File: src/rtl/pipe_ctrl_pkg.sv
// Shared opcode constants and the decoded control bundle carried down the pipeline.
package pipe_ctrl_pkg;

  localparam logic [6:0] OP_LW     = 7'b0000011;
  localparam logic [6:0] OP_SW     = 7'b0100011;
  localparam logic [6:0] OP_R_TYPE = 7'b0110011;
  localparam logic [6:0] OP_I_TYPE = 7'b0010011;
  localparam logic [6:0] OP_BR     = 7'b1100011;
  localparam logic [6:0] OP_JAL    = 7'b1101111;
  localparam logic [6:0] OP_JALR   = 7'b1100111;
  localparam logic [6:0] OP_LUI    = 7'b0110111;

  typedef struct packed {
    logic       alusrc;
    logic       memtoreg;
    logic       regwrite;
    logic       memread;
    logic       memwrite;
    logic [2:0] aluop;
    logic       branch;
    logic [1:0] jaltype;
  } ctrl_t;

  localparam ctrl_t CTRL_NOP = '0;

  // JAL and LUI carry no register source in the rs1 field
  function automatic logic uses_rs1(input logic [6:0] op);
    return !(op == OP_JAL || op == OP_LUI);
  endfunction

  function automatic logic uses_rs2(input logic [6:0] op);
    return (op == OP_R_TYPE) || (op == OP_SW) || (op == OP_BR);
  endfunction

endpackage

File: src/rtl/id_ex_stage_hazard_detect.sv
// Load-use detection: a load sitting in EX whose destination feeds the ID instruction.
module hazard_detect
  import pipe_ctrl_pkg::*;
(
  input  logic       ex_valid_i,
  input  logic       ex_memread_i,
  input  logic [4:0] ex_rd_i,
  input  logic       id_valid_i,
  input  logic [6:0] id_opcode_i,
  input  logic [4:0] id_rs1_i,
  input  logic [4:0] id_rs2_i,
  output logic       load_use_o
);

  logic match_rs1;
  logic match_rs2;

  assign match_rs1  = uses_rs1(id_opcode_i) && (ex_rd_i == id_rs1_i);
  assign match_rs2  = uses_rs2(id_opcode_i) && (ex_rd_i == id_rs2_i);
  assign load_use_o = ex_valid_i && ex_memread_i && (ex_rd_i != 5'd0) && id_valid_i
                      && (match_rs1 || match_rs2);

endmodule

File: src/rtl/id_ex_stage.sv
// ID/EX pipeline register with load-use bubble insertion, flush and downstream freeze.
// Optional bubble counter enabled by defining ID_EX_PERF_EN.
module id_ex_stage
  import pipe_ctrl_pkg::*;
#(
  parameter int DATA_W = 32,
  parameter int PC_W   = 32
) (
  input  logic              clk,
  input  logic              reset,
  input  logic              id_valid,
  input  logic [6:0]        id_opcode,
  input  logic              id_alusrc,
  input  logic              id_memtoreg,
  input  logic              id_regwrite,
  input  logic              id_memread,
  input  logic              id_memwrite,
  input  logic              id_branch,
  input  logic [2:0]        id_aluop,
  input  logic [1:0]        id_jaltype,
  input  logic [4:0]        id_rs1,
  input  logic [4:0]        id_rs2,
  input  logic [4:0]        id_rd,
  input  logic [2:0]        id_funct3,
  input  logic [6:0]        id_funct7,
  input  logic [PC_W-1:0]   id_pc,
  input  logic [DATA_W-1:0] id_rd1,
  input  logic [DATA_W-1:0] id_rd2,
  input  logic [DATA_W-1:0] id_imm,
  input  logic              ex_flush,
  input  logic              mem_stall,
  output logic              ex_alusrc,
  output logic              ex_memtoreg,
  output logic              ex_regwrite,
  output logic              ex_memread,
  output logic              ex_memwrite,
  output logic              ex_branch,
  output logic [2:0]        ex_aluop,
  output logic [1:0]        ex_jaltype,
  output logic [4:0]        ex_rs1,
  output logic [4:0]        ex_rs2,
  output logic [4:0]        ex_rd,
  output logic [2:0]        ex_funct3,
  output logic [6:0]        ex_funct7,
  output logic [PC_W-1:0]   ex_pc,
  output logic [DATA_W-1:0] ex_rd1,
  output logic [DATA_W-1:0] ex_rd2,
  output logic [DATA_W-1:0] ex_imm,
  output logic              ex_valid,
  output logic              stall_if_id
`ifdef ID_EX_PERF_EN
  ,output logic [15:0]      bubble_cnt
`endif
);

  ctrl_t              ctrl_d, ctrl_q, ctrl_in;
  logic               valid_d, valid_q;
  logic [4:0]         rs1_d, rs1_q, rs2_d, rs2_q, rd_d, rd_q;
  logic [2:0]         funct3_d, funct3_q;
  logic [6:0]         funct7_d, funct7_q;
  logic [PC_W-1:0]    pc_d, pc_q;
  logic [DATA_W-1:0]  rd1_d, rd1_q, rd2_d, rd2_q, imm_d, imm_q;
  logic               load_use;
  logic               bubble;

  hazard_detect u_hazard (
    .ex_valid_i   (valid_q),
    .ex_memread_i (ctrl_q.memread),
    .ex_rd_i      (rd_q),
    .id_valid_i   (id_valid),
    .id_opcode_i  (id_opcode),
    .id_rs1_i     (id_rs1),
    .id_rs2_i     (id_rs2),
    .load_use_o   (load_use)
  );

  assign ctrl_in = '{alusrc: id_alusrc, memtoreg: id_memtoreg, regwrite: id_regwrite,
                     memread: id_memread, memwrite: id_memwrite, aluop: id_aluop,
                     branch: id_branch, jaltype: id_jaltype};

  assign bubble      = ex_flush || load_use;
  // A flushed ID instruction is on the wrong path, so it is dropped rather than held
  assign stall_if_id = mem_stall || (load_use && !ex_flush);

  always_comb begin
    ctrl_d   = ctrl_q;
    valid_d  = valid_q;
    rs1_d    = rs1_q;
    rs2_d    = rs2_q;
    rd_d     = rd_q;
    funct3_d = funct3_q;
    funct7_d = funct7_q;
    pc_d     = pc_q;
    rd1_d    = rd1_q;
    rd2_d    = rd2_q;
    imm_d    = imm_q;
    if (!mem_stall) begin
      if (bubble || !id_valid) begin
        ctrl_d   = CTRL_NOP;
        valid_d  = 1'b0;
        rs1_d    = '0;
        rs2_d    = '0;
        rd_d     = '0;
        funct3_d = '0;
        funct7_d = '0;
        pc_d     = '0;
        rd1_d    = '0;
        rd2_d    = '0;
        imm_d    = '0;
      end else begin
        ctrl_d   = ctrl_in;
        valid_d  = 1'b1;
        rs1_d    = id_rs1;
        rs2_d    = id_rs2;
        rd_d     = id_rd;
        funct3_d = id_funct3;
        funct7_d = id_funct7;
        pc_d     = id_pc;
        rd1_d    = id_rd1;
        rd2_d    = id_rd2;
        imm_d    = id_imm;
      end
    end
  end

  always_ff @(posedge clk or posedge reset) begin
    if (reset) begin
      ctrl_q   <= CTRL_NOP;
      valid_q  <= 1'b0;
      rs1_q    <= '0;
      rs2_q    <= '0;
      rd_q     <= '0;
      funct3_q <= '0;
      funct7_q <= '0;
      pc_q     <= '0;
      rd1_q    <= '0;
      rd2_q    <= '0;
      imm_q    <= '0;
    end else begin
      ctrl_q   <= ctrl_d;
      valid_q  <= valid_d;
      rs1_q    <= rs1_d;
      rs2_q    <= rs2_d;
      rd_q     <= rd_d;
      funct3_q <= funct3_d;
      funct7_q <= funct7_d;
      pc_q     <= pc_d;
      rd1_q    <= rd1_d;
      rd2_q    <= rd2_d;
      imm_q    <= imm_d;
    end
  end

`ifdef ID_EX_PERF_EN
  logic [15:0] bubble_cnt_q;

  // Frozen edges are not bubbles, and the count saturates instead of wrapping
  always_ff @(posedge clk or posedge reset) begin
    if (reset) begin
      bubble_cnt_q <= '0;
    end else if (!mem_stall && bubble && (bubble_cnt_q != 16'hFFFF)) begin
      bubble_cnt_q <= bubble_cnt_q + 16'd1;
    end
  end

  assign bubble_cnt = bubble_cnt_q;
`endif

  assign ex_alusrc   = ctrl_q.alusrc;
  assign ex_memtoreg = ctrl_q.memtoreg;
  assign ex_regwrite = ctrl_q.regwrite;
  assign ex_memread  = ctrl_q.memread;
  assign ex_memwrite = ctrl_q.memwrite;
  assign ex_branch   = ctrl_q.branch;
  assign ex_aluop    = ctrl_q.aluop;
  assign ex_jaltype  = ctrl_q.jaltype;
  assign ex_valid    = valid_q;
  assign ex_rs1      = rs1_q;
  assign ex_rs2      = rs2_q;
  assign ex_rd       = rd_q;
  assign ex_funct3   = funct3_q;
  assign ex_funct7   = funct7_q;
  assign ex_pc       = pc_q;
  assign ex_rd1      = rd1_q;
  assign ex_rd2      = rd2_q;
  assign ex_imm      = imm_q;

endmodule

File: config.mk
export PLATFORM = sky130hd
export DESIGN_NAME = id_ex_stage
export DESIGN_NICKNAME = d
export VERILOG_FILES = /design/src/rtl/pipe_ctrl_pkg.sv /design/src/rtl/id_ex_stage_hazard_detect.sv /design/src/rtl/id_ex_stage.sv
export SDC_FILE = /design/constraint.sdc
export NUM_CORES = 1
export LEC_CHECK = 0
export BUFFER_PORTS_ARGS = -buffer_cell sky130_fd_sc_hd__buf_2
export CAP_MARGIN = 15
export CELL_PAD_IN_SITES_DETAIL_PLACEMENT = 0
export CELL_PAD_IN_SITES_GLOBAL_PLACEMENT = 1
export CORE_MARGIN = 5
export CORE_UTILIZATION = 36
export DETAILED_ROUTE_END_ITERATION = 7
export PLACE_DENSITY = 0.89
export RECOVER_POWER = 50
export SLEW_MARGIN = 20
export SYNTH_ARGS = -nofsm -noshare
export SYNTH_HDL_FRONTEND = slang
export SYNTH_SLANG_ARGS = --single-unit
File: constraint.sdc
create_clock -name clk -period 13.4 [get_ports clk]
set_input_delay 0.67 -clock clk [delete_from_list [all_inputs] [get_ports clk]]
set_output_delay 0.67 -clock clk [all_outputs]
set_load 0.005 [all_outputs]
Word level (Yosys, flattened, before mapping) --
Cells that the tools add are included.
Storage, ports and cells: word-level logic and storage cells 54, register bits 165, input port bits 176
Cells by class: mux-type cells 11, reductions and logical operators 18, equality and inequality tests 7
Operator list (count):
- 32-bit two-way mux | 4
- 7-bit by 6-bit == test with 1-bit output (second input constant) | 3
- 5-bit two-way mux | 3
- 7-bit == test (second input constant) | 2
- 11-bit two-way mux | 1
- 5-bit == test | 2
- 1-bit logical AND | 7
- 1-bit logical OR | 7
- 7-bit two-way mux | 1
- 5-bit nonzero test | 1
- 1-bit logical NOT | 3
- 3-bit two-way mux | 1
- 1-bit two-way mux | 1

Logic depth before layout (Yosys ltp) --
depth after elaboration 9, gate-level depth with buffers 7

Cells and area by module --
A second synthesis with hierarchy kept.
Unflattened totals: cells, all modules 741, area total of the unflattened synthesis 7422.1 um^2
Modules (own cells, without submodules):
- id_ex_stage | seq. area each 4129.0 um^2, cells an instance 718, instances 1, area an instance 7231.9 um^2
- hazard_detect | seq. area each 0.0 um^2, cells an instance 23, instances 1, area an instance 190.2 um^2

Worst setup path before layout --
OpenSTA, ideal clock, no wires.
path kind input-to-output, start point input port id_opcode[3], end point output port stall_if_id, stages 5, slack 11.002 ns, data arrival time 1.728 ns, data required time 12.730 ns, cell sequence and3b_1 -> o211a_1 -> or3_1 -> o21a_1 -> o31ai_1
Between the ends: cells in the longest elaborated chain, start to end 8, elaborated cells on any way between the ends 15, those cells by class 5 x eq/ne; 10 x reduce/logical
RTL lines:
- start, declared | RTL line id_ex_stage.sv:12 | input logic [6:0] id_opcode,
- 7-bit == test, or another cell as far along | RTL line pipe_ctrl_pkg.sv:28 | return !(op == OP_JAL || op == OP_LUI);
- 1-bit logical OR (on tied branches) | RTL line pipe_ctrl_pkg.sv:28, pipe_ctrl_pkg.sv:32
- 1-bit logical NOT / 1-bit logical OR (equally long branches) | RTL line pipe_ctrl_pkg.sv:28, pipe_ctrl_pkg.sv:32
- 1-bit logical AND (on tied branches) | RTL line id_ex_stage_hazard_detect.sv:18, id_ex_stage_hazard_detect.sv:19
- 1-bit logical OR (*) | RTL line id_ex_stage_hazard_detect.sv:21 | && (match_rs1 || match_rs2);
- 1-bit logical AND (*) | RTL line id_ex_stage_hazard_detect.sv:21
- 1-bit logical AND (*) | RTL line id_ex_stage.sv:83 | assign stall_if_id = mem_stall || (load_use && !ex_flush);
- 1-bit logical OR (*) | RTL line id_ex_stage.sv:83
- end, declared | RTL line id_ex_stage.sv:50 | output logic stall_if_id
Mark *: on every way between the ends. The rest lies on a longest branch, timed or not.

Worst setup path in the final report --
start point register rd_q[1], in the netlist ex_rd[1], end point register ctrl_q, in the netlist ex_jaltype[0]
Between the ends: cells in the longest elaborated chain, start to end 7, elaborated cells on any way between the ends 12, those cells by class 2 x eq/ne; 1 x mux; 9 x reduce/logical
RTL lines:
- start, declared | RTL line id_ex_stage.sv:58 | logic [4:0] rs1_d, rs1_q, rs2_d, rs2_q, rd_d, rd_q;
- start signal, assigned | RTL line id_ex_stage.sv:144 | rd_q <= rd_d;
- 5-bit == test, or another cell as far along | RTL line id_ex_stage_hazard_detect.sv:18 | assign match_rs1 = uses_rs1(id_opcode_i) && (ex_rd_i == id_rs1_i);
- 1-bit logical AND (on tied branches) | RTL line id_ex_stage_hazard_detect.sv:18, id_ex_stage_hazard_detect.sv:19, id_ex_stage_hazard_detect.sv:20
- 1-bit logical OR / 1-bit logical AND (equally long branches) | RTL line id_ex_stage_hazard_detect.sv:21, id_ex_stage_hazard_detect.sv:20
- 1-bit logical AND (*) | RTL line id_ex_stage_hazard_detect.sv:21
- 1-bit logical OR (*) | RTL line id_ex_stage.sv:81 | assign bubble = ex_flush || load_use;
- 1-bit logical OR (*) | RTL line id_ex_stage.sv:98 | if (bubble || !id_valid) begin
- 11-bit two-way mux (*) | RTL line id_ex_stage.sv:98
- end signal, assigned | RTL line id_ex_stage.sv:140 | ctrl_q <= ctrl_d;
- end, declared | RTL line id_ex_stage.sv:56 | ctrl_t ctrl_d, ctrl_q, ctrl_in;
Marks and branches as above. A chain may end at the register's enable or synchronous reset.

==> results.cfg <==
[run_status]
status = finished, violations left
violations = capacitance limit, slew limit

[cts]
cts_num_sinks = 165
cts_hold_buffers = 0
clk_pin_slew_ns = 0.07
cts_setup_buffers = 0
cts_made_buffers = 17
cts_tree = done
cts_resized = 0
cts_root_buf = clkbuf_16
cts_max_level = 4
clockBufferDepth = 2
clk_latency_ns = 0.42

[die]
die_w_um = 139
die-area_sq_um = 19400
core_sq_um = 16500
start_util_pct = 36.5
io_pins = 342
die_y_um = 139
num_rows = 47

[critical_path]
critical_path_depth = 7
rr_endpoint = ex_jaltype[0]
max_stage_delay_ns = 0.73
reg2reg_depth = 7
cp-end-kind = register
worstPathRequired_ns = 13.74
r2r-start = ex_rd[1]
start_kind = register
cp_max_fo = 77
crit_chain = or4_1, o2111ai_2, nor4_1, nor3_4, buf_4, buf_4, a22o_1
cp.buffers_inverters = 2
path_delay_family = buffers and inverters
critical_path_class = register to register
critical-path-slowest-cell = buf_4
crit_start = ex_rd[1]
rrSetupSlack_ns = 9.64
cp.arrival_ns = 4.10
path_common_cell = buf_4
endpoint = ex_jaltype[0]

[drt]
drc_errors = 0
wl_per_cell_um = 18.5
vias = 4813
vias_per_cell = 5.02
drt-pass1-iter-count = 4
wirelength_mm = 17.7
drtAntennaViolNets = 0
drt_iter0_markers = 208

[finish]
fin_nets = 902
area.growth.synth_to_final_pct = 38.6
diodes = 0
final_cell_mix = buf_2 (225), dfrtp_1 (165), a22o_1 (164), clkbuf_1 (114), clkbuf_16 (17)
layout-drive-gt1-share_pct = 35.9
fin_util_pct = 50.5
final_common_cell = buf_2

[timing]
finalCritPeriodShare_pct = 28.1
final-setup-viol-count = 0
worstMarginPinSlew_ns = 3.76
slew_violations = 89
fmax_ghz = 0.266
rsz0062_at_grt = no
relSlewSlack_pct = -152
period_minus_slack_ns = 3.76
clock_skew_ns = 0.0138
final_hold_viol_count = 0
tns_ns = 0
setup_slack_ns = 9.64

[global_route]
antenna_found_initial = 0
grt_start_max_net_pins = 94
grt-ovfl-total = 0
grt_first_pass_wirelength_mm = 27.6
grt_pass1_vias = 5026
grtUsageTotal_pct = 17.8

[worst_hold_path]
hold_path.class = input port to register

[synthesis]
synth-seq-cells = 165
synth_edf_count = 0
synth_cell_type_count = 24
async_reset_ff_share_pct = 100
synthMuxAreaShare_pct = 0
yosys.area_share.adder_pct = 0
ys_seq_area_share_pct = 68.8
ys.flop_type = dfrtp_1
synthCells = 397
yosys_warnings = 0
yosys.area_share.simple_pct = 1.38
synth_compound_area_share_pct = 24.8
synth_top_family_by_area = compound AO/OA/AOI/OAI gates
synth_xor_xnor_area_share_pct = 1.46
synth_fp_nets = 573
syn_area_per_cell_sq_um = 15.1
synthesis.area_sq_um = 6000

[place]
dp_hpwl_mm = 12.6
gpl.final_weighted_congestion = 0.830
io_buffers = 341
post-place-ws_ns = 9.61

[pwr]
power.density_nw_per_um2 = 140
vdd_drop_max_uv = 80.6
leakage_uw = 0.00430

[flow_run]
cap_viol_max_count = 1
-- metal layers --
layer	vias up	wire, um	global-route usage [%]	part of all wire, %
met3	27	1350	6.00	7.6
met1	2366	7410	22.2	42
met5	-	0	0	0
met4	0	371	6.49	2.1
li1	2200	-	-	-
met2	220	8590	28.9	48
-- report_power, final --
| part | internal [uW] | total [uW] | switching [uW] |
|---|---|---|---|
| clock network | 308 | 506 | 198 |
| logic | 56.5 | 113 | 56.3 |
| registers | 526 | 543 | 17.5 |
-- logic make-up after synthesis --
family,Yosys count
AND/OR/NAND/NOR,13
AO/OA/AOI/OAI,170
XOR/XNOR,10
flip-flops,165
buffers and inverters,39
-- flip-flops by register name (all words and copies together), names as in the netlist --
signal / cells
ex_rd: 5
ex_rs1: 5
ex_funct3: 3
ex_imm: 32
ex_aluop: 3
ex_jaltype: 2
ex_rd2: 32
ex_regwrite: 1
ex_alusrc: 1
ex_funct7: 7
ex_memwrite: 1
ex_rs2: 5
ex_memread: 1
ex_branch: 1
ex_valid: 1
ex_memtoreg: 1
ex_pc: 32
ex_rd1: 32
-- final cells by class --
| type | count | area (sq um) |
|---|---|---|
| clock buffers | 20 | 467 |
| clock inverters | 11 | 150 |
| fillers | 1511 | 8150 |
| flip-flops and latches | 165 | 4130 |
| well taps | 220 | 275 |
| repair buffers | 346 | 1620 |
| inverters | 3 | 12.5 |
| multi-input cells | 193 | 1670 |
-- cells in the mapped netlist (3+ instances only) --
library cell / count / share of area, %
a22o_1: 164 / 24
buf_4: 17 / 2.1
clkbuf_1: 18 / 1.1
dfrtp_1: 165 / 69
inv_1: 3 / 0.19
nand3_1: 3 / 0.25
xnor2_1: 10 / 1.5
-- worst min-delay path by stage --
stage,from,end,slack [ns],cells after the start
4_1_cts,reset,ex_rd1[26],0.42,2
2_1_floorplan,ex_imm[28],ex_imm[28],0.50,1
3_5_place_dp,ex_imm[28],ex_imm[28],0.49,1
3_3_place_gp,ex_jaltype[0],ex_jaltype[0],0.49,1
5_1_grt,id_rd1[15],ex_rd1[15],0.44,2
6_report,id_rd1[15],ex_rd1[15],0.46,2
-- metrics by stage --
step | std cells | hold slack (ns) | area, sq um | total power (uW)
4_1_cts | 957 | 0.418 | 8440 | 1180
5_1_grt | 958 | 0.440 | 8320 | 1210
6_report | 958 | 0.461 | 8320 | 1160
3_5_place_dp | 926 | 0.490 | 7830 | 671
2_1_floorplan | 397 | 0.498 | 6000 | 603
3_3_place_gp | 926 | 0.487 | 7830 | 669
-- worst reg2reg max path, stage by stage (launching register included) --
cell and delay, ns:
dfrtp_1 0.45, or4_1 0.56, o2111ai_2 0.23, nor4_1 0.12
nor3_4 0.57, buf_4 0.73, buf_4 0.74, a22o_1 0.30
Power figures use the tool's default switching activity.
